$ cat src/rtl/fifo_pump_pkg.sv
// Shared types and helpers for the h2f_out -> f2h_in FIFO pump.
package fifo_pump_pkg;

  localparam int WORD_W = 32;

  typedef enum logic [2:0] {
    IDLE,
    RD_SRC_LVL,
    RD_DST_LVL,
    CALC,
    RD_DATA,
    WR_DATA,
    ERROR
  } state_t;

  function automatic logic [WORD_W-1:0] min3(input logic [WORD_W-1:0] a,
                                             input logic [WORD_W-1:0] b,
                                             input logic [WORD_W-1:0] c);
    logic [WORD_W-1:0] m;
    m = (a < b) ? a : b;
    m = (m < c) ? m : c;
    return m;
  endfunction

endpackage

$ cat src/rtl/mm_access_port.sv
// One memory-mapped master request slot: holds a single read or write until
// acknowledge, and gives up after TIMEOUT cycles without one.
module mm_access_port
  import fifo_pump_pkg::*;
#(
  parameter int ADDR_W  = 6,
  parameter int TIMEOUT = 1023
) (
  input  logic              clk,
  input  logic              srst,
  input  logic              start,
  input  logic              start_write,
  input  logic [ADDR_W-1:0] start_address,
  input  logic [WORD_W-1:0] start_write_data,
  output logic [ADDR_W-1:0] address,
  output logic [3:0]        byte_enable,
  output logic              read,
  output logic              write,
  output logic [WORD_W-1:0] write_data,
  input  logic              acknowledge,
  input  logic [WORD_W-1:0] read_data,
  output logic              pending,
  output logic              done,
  output logic              timeout,
  output logic [WORD_W-1:0] rdata
);

  localparam int TMR_W = 10;
  localparam logic [TMR_W-1:0] TMR_LAST = TMR_W'(TIMEOUT - 1);

  logic              pending_reg;
  logic [TMR_W-1:0]  timer_reg;
  logic [ADDR_W-1:0] address_reg;
  logic [3:0]        byte_enable_reg;
  logic              read_reg;
  logic              write_reg;
  logic [WORD_W-1:0] write_data_reg;

  // An acknowledge in the last allowed cycle still counts as a completed access.
  assign done    = pending_reg & acknowledge;
  assign timeout = pending_reg & ~acknowledge & (timer_reg == TMR_LAST);
  assign rdata   = read_data;
  assign pending = pending_reg;

  assign address     = address_reg;
  assign byte_enable = byte_enable_reg;
  assign read        = read_reg;
  assign write       = write_reg;
  assign write_data  = write_data_reg;

  always_ff @(posedge clk) begin
    if (srst) begin
      pending_reg     <= 1'b0;
      timer_reg       <= '0;
      address_reg     <= '0;
      byte_enable_reg <= 4'h0;
      read_reg        <= 1'b0;
      write_reg       <= 1'b0;
      write_data_reg  <= '0;
    end else if (pending_reg) begin
      if (acknowledge || (timer_reg == TMR_LAST)) begin
        pending_reg     <= 1'b0;
        address_reg     <= '0;
        byte_enable_reg <= 4'h0;
        read_reg        <= 1'b0;
        write_reg       <= 1'b0;
        write_data_reg  <= '0;
      end else begin
        timer_reg <= timer_reg + TMR_W'(1);
      end
    end else if (start) begin
      pending_reg     <= 1'b1;
      timer_reg       <= '0;
      address_reg     <= start_address;
      byte_enable_reg <= 4'hF;
      read_reg        <= ~start_write;
      write_reg       <= start_write;
      write_data_reg  <= start_write ? start_write_data : '0;
    end
  end

endmodule

$ cat src/rtl/fifo_pump_ctrl.sv
// Sequencer that polls both FIFO fill levels and moves bounded bursts of words
// from h2f_out to f2h_in, one read/write pair at a time.
module fifo_pump_ctrl
  import fifo_pump_pkg::*;
#(
  parameter logic [5:0] SRC_DATA_ADDR  = 6'h00,
  parameter logic [5:0] SRC_LEVEL_ADDR = 6'h20,
  parameter logic [2:0] DST_DATA_ADDR  = 3'h0,
  parameter logic [2:0] DST_LEVEL_ADDR = 3'h4,
  parameter int         DST_DEPTH      = 256,
  parameter int         MAX_BURST      = 16,
  parameter int         TIMEOUT        = 1023
) (
  input  logic        clk_clk,
  input  logic        reset_reset,
  input  logic        enable,
  input  logic        clear_error,
  output logic [5:0]  src_address,
  output logic [3:0]  src_byte_enable,
  output logic        src_read,
  output logic        src_write,
  output logic [31:0] src_write_data,
  input  logic        src_acknowledge,
  input  logic [31:0] src_read_data,
  output logic [2:0]  dst_address,
  output logic [3:0]  dst_byte_enable,
  output logic        dst_read,
  output logic        dst_write,
  output logic [31:0] dst_write_data,
  input  logic        dst_acknowledge,
  input  logic [31:0] dst_read_data,
  output logic        busy,
  output logic        error,
  output logic [31:0] words_moved
);

  state_t            state_reg;
  logic [WORD_W-1:0] src_lvl_reg;
  logic [WORD_W-1:0] free_reg;
  logic [WORD_W-1:0] remaining_reg;
  logic [WORD_W-1:0] hold_reg;
  logic [WORD_W-1:0] words_moved_reg;
  logic              busy_reg;
  logic              error_reg;

  logic              src_start, src_pending, src_done, src_timeout;
  logic [5:0]        src_start_address;
  logic [WORD_W-1:0] src_rdata;
  logic              dst_start, dst_start_write, dst_pending, dst_done, dst_timeout;
  logic [2:0]        dst_start_address;
  logic [WORD_W-1:0] dst_rdata;
  logic [WORD_W-1:0] burst;

  assign burst = min3(src_lvl_reg, free_reg, WORD_W'(MAX_BURST));

  // Each access state issues exactly one request once its port is free.
  always_comb begin
    src_start         = 1'b0;
    src_start_address = SRC_LEVEL_ADDR;
    dst_start         = 1'b0;
    dst_start_write   = 1'b0;
    dst_start_address = DST_LEVEL_ADDR;
    case (state_reg)
      RD_SRC_LVL: src_start = ~src_pending;
      RD_DST_LVL: dst_start = ~dst_pending;
      RD_DATA: begin
        src_start         = ~src_pending;
        src_start_address = SRC_DATA_ADDR;
      end
      WR_DATA: begin
        dst_start         = ~dst_pending;
        dst_start_write   = 1'b1;
        dst_start_address = DST_DATA_ADDR;
      end
      default: ;
    endcase
  end

  mm_access_port #(.ADDR_W(6), .TIMEOUT(TIMEOUT)) u_src_port (
    .clk              (clk_clk),
    .srst             (reset_reset),
    .start            (src_start),
    .start_write      (1'b0),
    .start_address    (src_start_address),
    .start_write_data ('0),
    .address          (src_address),
    .byte_enable      (src_byte_enable),
    .read             (src_read),
    .write            (src_write),
    .write_data       (src_write_data),
    .acknowledge      (src_acknowledge),
    .read_data        (src_read_data),
    .pending          (src_pending),
    .done             (src_done),
    .timeout          (src_timeout),
    .rdata            (src_rdata)
  );

  mm_access_port #(.ADDR_W(3), .TIMEOUT(TIMEOUT)) u_dst_port (
    .clk              (clk_clk),
    .srst             (reset_reset),
    .start            (dst_start),
    .start_write      (dst_start_write),
    .start_address    (dst_start_address),
    .start_write_data (hold_reg),
    .address          (dst_address),
    .byte_enable      (dst_byte_enable),
    .read             (dst_read),
    .write            (dst_write),
    .write_data       (dst_write_data),
    .acknowledge      (dst_acknowledge),
    .read_data        (dst_read_data),
    .pending          (dst_pending),
    .done             (dst_done),
    .timeout          (dst_timeout),
    .rdata            (dst_rdata)
  );

  always_ff @(posedge clk_clk) begin
    if (reset_reset) begin
      state_reg       <= IDLE;
      src_lvl_reg     <= '0;
      free_reg        <= '0;
      remaining_reg   <= '0;
      hold_reg        <= '0;
      words_moved_reg <= '0;
      busy_reg        <= 1'b0;
      error_reg       <= 1'b0;
    end else begin
      case (state_reg)
        IDLE: begin
          if (enable) begin
            state_reg <= RD_SRC_LVL;
            busy_reg  <= 1'b1;
          end
        end
        RD_SRC_LVL: begin
          if (src_done) begin
            src_lvl_reg <= src_rdata;
            if (src_rdata == '0) begin
              state_reg <= IDLE;
              busy_reg  <= 1'b0;
            end else begin
              state_reg <= RD_DST_LVL;
            end
          end else if (src_timeout) begin
            state_reg <= ERROR;
            error_reg <= 1'b1;
          end
        end
        RD_DST_LVL: begin
          if (dst_done) begin
            // An over-reported level means no room rather than a wrapped count.
            free_reg  <= (dst_rdata > WORD_W'(DST_DEPTH)) ? '0 : WORD_W'(DST_DEPTH) - dst_rdata;
            state_reg <= CALC;
          end else if (dst_timeout) begin
            state_reg <= ERROR;
            error_reg <= 1'b1;
          end
        end
        CALC: begin
          if (burst == '0) begin
            state_reg <= IDLE;
            busy_reg  <= 1'b0;
          end else begin
            remaining_reg <= burst;
            state_reg     <= RD_DATA;
          end
        end
        RD_DATA: begin
          if (src_done) begin
            hold_reg  <= src_rdata;
            state_reg <= WR_DATA;
          end else if (src_timeout) begin
            state_reg <= ERROR;
            error_reg <= 1'b1;
          end
        end
        WR_DATA: begin
          if (dst_done) begin
            words_moved_reg <= words_moved_reg + 32'd1;
            remaining_reg   <= remaining_reg - 32'd1;
            // enable is only honoured here so a word already read is always written.
            if ((remaining_reg == 32'd1) || !enable) begin
              state_reg <= IDLE;
              busy_reg  <= 1'b0;
            end else begin
              state_reg <= RD_DATA;
            end
          end else if (dst_timeout) begin
            state_reg <= ERROR;
            error_reg <= 1'b1;
          end
        end
        ERROR: begin
          if (clear_error) begin
            state_reg <= IDLE;
            busy_reg  <= 1'b0;
            error_reg <= 1'b0;
          end
        end
        default: begin
          state_reg <= IDLE;
          busy_reg  <= 1'b0;
          error_reg <= 1'b0;
        end
      endcase
    end
  end

  assign busy        = busy_reg;
  assign error       = error_reg;
  assign words_moved = words_moved_reg;

endmodule

$ cat config.mk
export PLATFORM = sky130hd
export DESIGN_NAME = fifo_pump_ctrl
export DESIGN_NICKNAME = d
export VERILOG_FILES = /design/src/rtl/fifo_pump_pkg.sv /design/src/rtl/mm_access_port.sv /design/src/rtl/fifo_pump_ctrl.sv
export SDC_FILE = /design/constraint.sdc
export NUM_CORES = 1
export LEC_CHECK = 0
export CAP_MARGIN = 20
export CORE_ASPECT_RATIO = 0.75
export CORE_MARGIN = 4
export CORE_UTILIZATION = 45
export DETAILED_ROUTE_END_ITERATION = 10
export PLACE_DENSITY = 0.68
export SETUP_SLACK_MARGIN = 0.4
export SKIP_CTS_REPAIR_TIMING = 1
export SYNTH_ARGS = -nofsm -noshare
export SYNTH_HDL_FRONTEND = slang
export SYNTH_SLANG_ARGS = --single-unit
$ cat constraint.sdc
create_clock -name clk_clk -period 3.1 [get_ports clk_clk]
set_input_delay 0.775 -clock clk_clk [delete_from_list [all_inputs] [get_ports clk_clk]]
set_output_delay 0.775 -clock clk_clk [all_outputs]
set_load 0.02 [all_outputs]
# [Yosys cells after proc, flatten, opt, wreduce, memory -nomap -nowiden]
# Cells that the tools add are included.
[op_classes] n_addsub=5 n_bitwise=13 n_lt_le_gt_ge=3 n_reduce_logical=26 muxes=77 n_eq_ne=25
[ops] operator="two-way mux 32 bit" n=12
[ops] operator="logical NOT 32 bit" n=2
[ops] operator="case mux 32 bit (2 select lines)" n=1
[ops] operator="two-way mux 10 bit" n=6
[ops] operator="two-way mux 3 bit" n=14
[ops] operator="adder 32 x 1 -> 32 bit, second input constant" n=1
[ops] operator="equality test 32 x 1 -> 1 bit, second input constant" n=1
[ops] operator="greater-than comparator 32 x 9 -> 1 bit, second input constant" n=1
[ops] operator="< comparator 32 bit" n=1
[ops] operator="< comparator 32 x 5 -> 1 bit, second input constant" n=1
[ops] operator="subtractor 32 x 1 -> 32 bit, second input constant" n=1
[ops] operator="subtractor 9 x 32 -> 32 bit, first input constant" n=1
[ops] operator="two-way mux 1 bit" n=30
[ops] operator="inequality test 2 bit, second input constant" n=14
[ops] operator="two-way mux 4 bit" n=6
[ops] operator="two-way mux 6 bit" n=4
[ops] operator="case mux 3 bit (7 select lines)" n=1
[ops] operator="adder 10 x 1 -> 10 bit, second input constant" n=2
[ops] operator="equality test 10 bit, second input constant" n=2
[ops] operator="AND reduction 2 bit" n=9
[ops] operator="equality test 3 bit, second input constant" n=3
[ops] operator="AND reduction 8 bit" n=1
[ops] operator="OR reduction 2 bit" n=4
[ops] operator="inverter 1 bit" n=7
[ops] operator="other kinds (13)" n=24
[totals] in_bits=70 output_inout_bits=119 register_bits=272 wordCells=171

# [Longest topological paths before layout]
[depth] depth_word=7 ltp_mapped=12 mapped_depth_nobuf=10

# [Hierarchy]
# Synthesis repeated with hierarchy kept, for this count alone.
[unflattened] hier_cells=1442 hier_area_um2=12331.8
[by_module_without_submodules] mod="fifo_pump_ctrl" cells_per_inst=1019 seq_area_each_um2=3303.2 instances=1 area_per_inst_um2=7980.2
[by_module_without_submodules] mod="mm_access_port (u_src_port)" cells_per_inst=219 seq_area_each_um2=1041.0 instances=1 area_per_inst_um2=2225.9
[by_module_without_submodules] mod="mm_access_port (u_dst_port)" cells_per_inst=204 seq_area_each_um2=980.9 instances=1 area_per_inst_um2=2125.8

# [Worst setup path before layout]
# OpenSTA, ideal clock, no wires.
[synth_path] path_type="input -> register" startpoint="input port dst_read_data[1]" endpoint="register free_reg[21]" path_buffers=0 t_arrival_ns=2.532 slack_ns=0.441 stages=8 setup_ns=0.128 t_required_ns=2.972 path_cell_list="or4_1 o31ai_1 nand2b_1 or3_1 nor4_2 nand3_1 a22oi_1 nor2_1"
[synth_via] elab_chain_cells=2 elab_cells_between_ends=3 cone_classes="add/sub (1); order compare (1); mux (1)"
[synth_rtl] element="start: declaration" line="fifo_pump_ctrl.sv:31" rtl="input logic [31:0] dst_read_data,"
[synth_rtl] element="subtractor 9 x 32 -> 32 bit / greater-than comparator 32 x 9 -> 1 bit (equally long branches)" line="fifo_pump_ctrl.sv:154" rtl="free_reg <= (dst_rdata > WORD_W'(DST_DEPTH)) ? '0 : WORD_W'(DST_DEPTH) - dst_rdata;"
[synth_rtl] element="two-way mux 32 bit *" line="fifo_pump_ctrl.sv:154"
[synth_rtl] element="end signal: assignment" line="fifo_pump_ctrl.sv:154"
[synth_rtl] element="end: declaration" line="fifo_pump_ctrl.sv:39" rtl="logic [WORD_W-1:0] free_reg;"
# Mark *: on every way between the ends. The rest lies on a longest branch, timed or not.
# A chain may end at the register's enable or synchronous reset.

# [Worst setup path in the final report]
[layout_path] startpoint="register free_reg[27]" endpoint="register remaining_reg[1]"
[layout_via] elab_chain_cells=7 elab_cells_between_ends=9 cone_classes="order compare (2); eq/ne (1); mux (4); reduce/logical (2)"
[layout_rtl] element="< comparator 32 bit" line="fifo_pump_pkg.sv:20" rtl="m = (a < b) ? a : b;"
[layout_rtl] element="two-way mux 32 bit *" line="fifo_pump_pkg.sv:20"
[layout_rtl] element="< comparator 32 x 5 -> 1 bit" line="fifo_pump_pkg.sv:21" rtl="m = (m < c) ? m : c;"
[layout_rtl] element="two-way mux 32 bit *" line="fifo_pump_pkg.sv:21"
[layout_rtl] element="logical NOT 32 bit" line="fifo_pump_ctrl.sv:162" rtl="if (burst == '0) begin"
[layout_rtl] element="inequality test 2 bit (no line)"
[layout_rtl] element="AND reduction 3 bit (no line)"
[layout_rtl] element="end signal: assignment" line="fifo_pump_ctrl.sv:166" rtl="remaining_reg <= burst;"
[layout_rtl] element="end signal: assignment" line="fifo_pump_ctrl.sv:182" rtl="remaining_reg <= remaining_reg - 32'd1;"
[layout_rtl] element="end: declaration" line="fifo_pump_ctrl.sv:40" rtl="logic [WORD_W-1:0] remaining_reg;"
# Mark *: on every way between the ends. The rest lies on a longest branch, timed or not. The select of a mux whose other input is x is not followed.

==> impl_metrics.yaml <==
run_status:
  outcome: "completed"
routing:
  drc: 0
  wl_met1_mm: 14.3
  met2_wirelength_mm: 12.7
  drtPass1Iterations: 7
  drt_iter0_markers: 789
  ant_nets: 0
  highest_layer: "met4"
  vias: 9960
  vias_per_cell: 5.48
  routedWlPerCell_um: 16.4
  met3_length_mm: 2.23
  wirelength_mm: 29.7
run:
  cap_violations: 0
sta:
  worst_pin_slew_ns: 0.728
  finalHoldViolations: 0
  fin_tns_setup_ns: 0
  rsz0062_at_grt: "yes"
  finalSetupViolCount: 0
  layout_min_cycle_time_ns: 2.71
  fin_crit_sh_pct: 87.5
  fmax_ghz: 0.369
  relSlewSlack_pct: 51.5
  finalMaxSlewViolations: 0
  finalClockSkew_ns: 0.0116
global_routing:
  grt_pass1_vias: 9054
  antenna_found_initial: 0
  overflow: 0
  groute.usage.overall_pct: 21.5
  grt_pass1_wl_mm: 46.9
  grt_start_max_net_pins: 150
yosys:
  syn_inst: 1323
  ys_types: 60
  synth-edff-count: 0
  yosysWarnings: 0
  synthFlopType: "dfxtp_1"
  async_flop_share_pct: 0
  yosysSeqAreaShare_pct: 42.5
  syn_area_mm2: 0.0105
  syn_avg_cell_area_um2: 7.97
  ys_seq_elements: 224
final_layout:
  final_cell_count_no_fill: 1817
  num_antenna_cells: 0
  final_layout_size_suffix_gt1_share_pct: 12.7
  n_fill_cell: 2090
  final_nets: 1611
  area_growth_pct: 29.0
clock_network:
  clk_pin_slew_worst_paths_ns: 0.06
  clkSinkCount: 224
  cts_buffers: 23
  insertion_delay_ns: 0.50
  htreeDepth: 1
  clk_path_buf_depth: 3
  root_buffer: "clkbuf_16"
  cts_tree: "yes"
floorplan:
  dieWidth_um: 185
  coreArea_mm2: 0.0230
  rows: 48
  io_pins: 189
  initial_core_util_pct: 45.8
  dieArea_mm2: 0.0260
  dieHeight_um: 141
setup_path:
  cp-start-kind: "flop"
  path_max_fanout: 8
  arrival_ns: 3.14
  slowest_stage: "dfxtp_2"
  critPathRequiredTime_ns: 3.52
  crit_path_cell_trace: "inv_2, ha_4, nand4_1, buf_4, nor4_4, nand2_2, a31oi_1, buf_4, o21a_1, or2_4, buf_4, o311ai_1, a21oi_1"
  worstSetupPathType: "reg -> reg"
  crit_top_cell: "buf_4"
  endpoint_kind: "flop"
  critical-path-max-stage-delay_ns: 0.34
placed_design:
  dp_hpwl_mm: 20.4
  gp_congestion: 0.878
  placed_cells: 1759
  portBuffers: 148
hold_path:
  min_path_type: "reg -> reg"
power_and_ir_drop:
  vdd_drop_max_uv: 321
  leakagePower_nw: 5.11
  power_density_mw_per_mm2: 438
[cells in the mapped netlist (26+ instances only)]
cell type / n / area share, %
xor2_1: 30 / 2.5
nor3_1: 31 / 1.5
dfxtp_1: 224 / 43
ha_1: 39 / 4.6
a22oi_1: 47 / 3.3
nor2_1: 157 / 5.6
o21ai_0: 48 / 2.3
nor4_1: 31 / 1.8
a21oi_1: 133 / 6.3
nand3_1: 26 / 1.2
nand2_1: 207 / 7.4
buf_4: 48 / 3.4
inv_1: 47 / 1.7
clkbuf_1: 58 / 2.1
[report_power, final]
| group | internal [mW] | switching (mW) | total (mW) | leakage (nW) |
|---|---|---|---|---|
| clock | 1.46 | 1.12 | 2.59 | 0.344 |
| sequential | 2.89 | 0.0185 | 2.91 | 1.81 |
| combinational | 0.197 | 0.268 | 0.465 | 2.95 |
| total | 4.55 | 1.41 | 5.96 | 5.11 |
[kinds of logic after synthesis]
| family | share of synthesized area [%] |
|---|---|
| simple gates | 25.2 |
| compound gates | 15.9 |
| flops | 42.5 |
| buf+inv | 7.48 |
| xor+xnor | 4.07 |
| fa+ha+maj | 4.63 |
| other cells | 0.0356 |
| mux | 0.107 |
[final cells by class]
cell class / instances / area, um^2 / share of cell area (%)
clock inverter: 6 / 33.8 / 0.248
multi-input combinational: 978 / 5720 / 42.1
inverter: 47 / 176 / 1.30
sequential: 224 / 4510 / 33.2
clock buffer: 34 / 657 / 4.83
timing repair buffer: 228 / 2130 / 15.6
tap: 300 / 375 / 2.76
[routing by layer]
metal | global-route usage (%) | up-vias
met3 | 3.71 | 37
met1 | 32.7 | 4702
li1 | - | 4877
met5 | 0 | -
met2 | 32.0 | 344
met4 | 4.09 | 0
[worst paths after layout]
| kind | startpoint | endpoint | slack (ns) | depth (start not counted) |
|---|---|---|---|---|
| max | free_reg[27]$_SDFFE_PP0P_ | remaining_reg[1]$_SDFFE_PP0P_ | 0.39 | 13 |
| min | hold_reg[7]$_SDFFE_PP0P_ | hold_reg[7]$_SDFFE_PP0P_ | 0.46 | 2 |
| max reg2reg | free_reg[27]$_SDFFE_PP0P_ | remaining_reg[1]$_SDFFE_PP0P_ | 0.39 | 13 |
| min reg2reg | hold_reg[7]$_SDFFE_PP0P_ | hold_reg[7]$_SDFFE_PP0P_ | 0.46 | 2 |
[worst max-delay path, delay by kind of cell (launching register included)]
family / cells / cell delay, ns
flops: 1 / 0.34
buf+inv: 4 / 0.56
simple gates: 4 / 0.84
fa+ha+maj: 1 / 0.27
compound gates: 4 / 0.63
[through the flow]
step / hold slack, ns / setup slack [ns] / util, % / cell area, um^2 / power [mW]
after floorplan: 0.437 / 0.441 / - / 10700 / 3.23
after global placement: 0.443 / -0.174 / 54.1 / 12500 / 3.40
after detailed placement: 0.449 / -0.174 / 54.1 / 12500 / 3.41
after CTS: 0.458 / 0.131 / 57.1 / 13100 / 5.98
after global routing: 0.474 / 0.263 / 59.1 / 13600 / 6.18
final: 0.457 / 0.388 / 59.1 / 13600 / 5.96
[cells in the final DEF, fill, tap and decap left out, drive strengths merged, types with 4 or more instances in the layout]
master	synthesis	routed
or4	7	7
a221oi	4	4
dfxtp	224	224
conb	1	40
or2	5	5
dlymetal6s2s	0	7
a31oi	12	12
xor2	30	30
clkbuf	59	34
clkinv	0	6
a22oi	47	47
clkdlybuf4s50	0	140
nand2	208	208
a311oi	6	6
o31ai	6	6
nor2	157	157
inv	47	47
and3	25	25
and2	6	6
nor3	31	31
nor4	33	33
nand2b	10	10
xnor2	19	19
nand4	21	21
nand3	26	26
a21oi	133	133
ha	39	39
o21ai	48	48
or3	20	20
and4	8	8
buf	54	81
Power figures use the tool's default switching activity.
